--- src/rtl/grant_decoder.sv ---
// Turns a winning request index into a one-hot grant that is held until the
// owner signals done or a cycle budget expires, followed by one idle gap cycle.
module grant_decoder #(
  parameter int IDXW    = 2,
  parameter int TIMEOUT = 16
) (
  input  logic                   clk,
  input  logic                   rst_n,
  input  logic                   in_valid,
  input  logic [IDXW-1:0]        in_idx,
  output logic                   in_ready,
  input  logic [(1<<IDXW)-1:0]   done,
  output logic [(1<<IDXW)-1:0]   grant,
  output logic                   busy,
  output logic                   timeout_err,
  output logic [7:0]             grant_count
);

  localparam int N = 1 << IDXW;
  localparam logic [7:0] TO_LIMIT = 8'(TIMEOUT);

  typedef enum logic [1:0] {
    IDLE  = 2'd0,
    GRANT = 2'd1,
    GAP   = 2'd2
  } state_t;

  state_t          state, state_nxt;
  logic [IDXW-1:0] idx, idx_nxt;
  logic [7:0]      cnt, cnt_nxt;
  logic [7:0]      gcount_nxt;
  logic            terr_nxt;

  always_ff @(posedge clk or negedge rst_n) begin
    if (!rst_n) begin
      state       <= IDLE;
      idx         <= '0;
      cnt         <= '0;
      grant_count <= '0;
      timeout_err <= 1'b0;
    end else begin
      state       <= state_nxt;
      idx         <= idx_nxt;
      cnt         <= cnt_nxt;
      grant_count <= gcount_nxt;
      timeout_err <= terr_nxt;
    end
  end

  // Only done[idx] can end a grant; everything else is don't-care while granting.
  always_comb begin
    state_nxt  = state;
    idx_nxt    = idx;
    cnt_nxt    = cnt;
    gcount_nxt = grant_count;
    terr_nxt   = 1'b0;
    case (state)
      IDLE: begin
        if (in_valid) begin
          idx_nxt   = in_idx;
          cnt_nxt   = 8'd1;
          state_nxt = GRANT;
        end
      end
      GRANT: begin
        if (done[idx]) begin
          state_nxt  = GAP;
          cnt_nxt    = '0;
          gcount_nxt = grant_count + 8'd1;
        end else if (cnt >= TO_LIMIT) begin
          state_nxt = GAP;
          cnt_nxt   = '0;
          terr_nxt  = 1'b1;
        end else begin
          cnt_nxt = cnt + 8'd1;
        end
      end
      GAP: begin
        state_nxt = IDLE;
      end
      default: begin
        state_nxt = IDLE;
        cnt_nxt   = '0;
      end
    endcase
  end

  // Grant is decoded from the state register, so reset clears it immediately.
  always_comb begin
    in_ready = (state == IDLE);
    busy     = (state != IDLE);
    grant    = '0;
    if (state == GRANT) grant = {{(N-1){1'b0}}, 1'b1} << idx;
  end

endmodule

--- config.mk ---
export PLATFORM = sky130hd
export DESIGN_NAME = grant_decoder
export DESIGN_NICKNAME = d
export VERILOG_FILES = /design/src/rtl/grant_decoder.sv
export SDC_FILE = /design/constraint.sdc
export NUM_CORES = 1
export LEC_CHECK = 0
export CORE_ASPECT_RATIO = 2
export CORE_MARGIN = 2
export CORE_UTILIZATION = 30
export DETAILED_ROUTE_END_ITERATION = 7
export HOLD_SLACK_MARGIN = 0.02
export PLACE_DENSITY_LB_ADDON = 0.15
export SLEW_MARGIN = 25
export SYNTH_ARGS = -nofsm -noshare
export SYNTH_HDL_FRONTEND = slang
export SYNTH_SLANG_ARGS = --single-unit
--- constraint.sdc ---
create_clock -name clk -period 2.75 [get_ports clk]
set_input_delay 0.55 -clock clk [delete_from_list [all_inputs] [get_ports clk]]
set_output_delay 0.55 -clock clk [all_outputs]
set_load 0.02 [all_outputs]
==> metrics.yaml <==
outcome:
  status: "completed"
final_layout:
  diodes: 0
  final_cell_area_um2: 1275
  area_growth_pct: 33.55
  nets: 127
  drive_gt1_share_pct: 9.649
clocking:
  clkLatencyLatePin_ps: 260
  path_clk_slew_ps: 70
  clock_sinks: 21
  cts_setup_buffers: 0
  cts_buffers: 3
  cts_hold_buf: 0
  cts_tree: "built"
  htree_levels: 1
  clockRootBuffer: "clkbuf_8"
  clock_path_buffers: 2
  post_cts_resized: 0
place:
  dpl_cell_area_um2: 1230
  dp_slack_ps: 260.4
  dp_hpwl_um: 1435
  io_buffers: 23
  gp_congestion: 0.7519
floorplanning:
  die_h_um: 83.78
  die_w_um: 43.89
  ios: 24
  rows: 29
  die_area_um2: 3677
  core_um2: 3120
  start_util_pct: 30.59
yosys:
  synth_top_area_share_pct: 55.05
  synth_cell_types: 28
  async_flop_share_pct: 100.0
  avgSynthCellArea_um2: 10.97
  synth_edf_count: 0
  synth_seq_cells: 21
  ys.flop_type: "dfrtp_1"
  synthesis.nets: 99
  syn_inst: 87
  syn_area_um2: 954.7
  ys_seq_area_share_pct: 55.05
  yosys-top-cells-area: "dfrtp_1 (55%), xnor2_1 (5.5%), ha_1 (3.9%)"
  ys_warn_count: 0
  yosys.area.top_type: "dfrtp_1"
worst_hold_path:
  min_path_type: "flip-flop to flip-flop"
sta:
  final-setup-viol-count: 0
  worst_slack_ps: 362.9
  tns_ps: 0
  rsz0062_at_grt: "false"
  slew_violations: 0
  hold_viol: 0
  fin_skew_ps: 2.596
  hold_slack_ps: 482.6
  tightestPinTransition_ps: 442.0
  min_period_ps: 2387
  fmax_mhz: 418.9
  post-route-period-util_pct: 86.80
  relSlewSlack_pct: 70.43
setup_path:
  cp_slowest_cell: "clkdlybuf4s50_1"
  cp.arrival_ps: 1840
  ff2ff_setup_slack_ps: 740
  critPathRequiredTime_ps: 2200
  worstPathMaxFanout: 6
  path_delay_family: "buffers and inverters"
  crit_buf_inv: 1
  path_class: "flip-flop to output port"
  startpoint_type: "flip-flop"
  critPathCaptureType: "output port"
  max_stage_delay_ps: 610
  crit_chain: "nor2b_1 > and3_2 > clkdlybuf4s50_1"
power_and_ir_drop:
  p_total_mw: 1.241
  powerDensity_nw_per_um2: 973.2
  ir_drop_uv: 538.1
  p_leak_nw: 0.5699
route:
  vias: 727
  ant_nets: 0
  first_iter_violations: 12
  drt_wl_total_um: 1874
  drc: 0
  wl_per_cell_um: 12.92
  vias_per_cell: 5.014
  dr.pass1.iters: 4
grt:
  antenna_found_initial: 0
  grt_pass1_vias: 726
  grt_overflow_total: 0
  grt_pass1_wl_um: 3125
  grtUsageTotal_pct: 11.40
  grt_max_degree: 22
flow_run:
  cap_violations: 0
## registers in the layout, summed over array words and instances (netlist names)
register,flops
cnt,8
grant_count,8
idx,2
state,2
timeout_err,1
## cells in the final DEF (no fill, tap or decap), drive strengths merged, types with 2 or more instances in the layout
cell type      instances
buf                    2
xnor2                  6
inv                    4
and3                   3
dfrtp                 21
nand2                  7
ha                     3
o22ai                  2
and2                   5
o21ai                  2
or4                    2
nor3                   2
clkbuf                 4
clkdlybuf4s50         23
nand4                  3
mux2                   3
nor2                   8
nor2b                  2
nand3                  4
## where the power goes
| part | internal, mW | leakage (nW) | switching (mW) |
|---|---|---|---|
| Clock | 0.103 | 0.0228 | 0.100 |
| Combinational | 0.273 | 0.271 | 0.278 |
| Sequential | 0.387 | 0.276 | 0.0996 |
| Total | 0.763 | 0.570 | 0.477 |
## worst paths after layout
kind | from | endpoint | depth (start not counted)
setup / recovery | state[0]$_DFFE_PN0P_ | grant[3] | 3
hold / removal | grant_count[7]$_DFFE_PN0P_ | grant_count[7]$_DFFE_PN0P_ | 1
setup reg to reg | idx[0]$_DFFE_PN0P_ | cnt[2]$_DFFE_PN0P_ | 5
hold reg to reg | grant_count[7]$_DFFE_PN0P_ | grant_count[7]$_DFFE_PN0P_ | 1
max in group asynchronous | rst_n | grant_count[5]$_DFFE_PN0P_ | 2
min in group asynchronous | rst_n | grant_count[7]$_DFFE_PN0P_ | 2
## cells in the mapped netlist (2+ instances only)
library cell and count:
and2_1 4, and3_1 2, dfrtp_1 21, ha_1 3
inv_1 4, mux2_2 3, nand2_1 7, nand3_1 4
nand4_1 3, nor2_1 8, nor2b_1 2, nor3_1 2
o21ai_0 2, o22ai_1 2, or4_1 2, xnor2_1 6
## final cells by class
cell class / count / area [um2]
Sequential cell: 21 / 525.5
Fill cell: 310 / 1846
Tap cell: 31 / 38.79
Timing Repair Buffer: 25 / 245.2
Clock buffer: 4 / 45.04
Inverter: 4 / 15.01
Multi-Input combinational cell: 60 / 405.4
## kinds of logic after synthesis
family	after synthesis	share of synthesized area [%]
flip-flops	21	55.05
buffers and inverters	6	2.489
multiplexers	4	5.897
AO/OA/AOI/OAI	7	4.587
AND/OR/NAND/NOR	39	21.63
adder cells (fa/ha/maj)	3	3.932
XOR/XNOR	7	6.422
## layer usage
| layer | track usage, % | vias up | part of all wire [%] |
|---|---|---|---|
| met4 | 6.612 | 0 | 2.7 |
| met2 | 19.65 | 17 | 55 |
| met3 | 1.948 | 5 | 2.8 |
| li1 | - | 351 | - |
| met5 | 0 | - | 0 |
| met1 | 12.26 | 354 | 39 |
## through the flow
stage          utilization, %  cells
2_1_floorplan               -     87
3_3_place_gp            39.41    141
3_5_place_dp            39.41    141
4_1_cts                 40.86    145
5_1_grt                 40.86    145
6_report                40.86    145
Note: power is estimated with default switching activity, not from simulation.
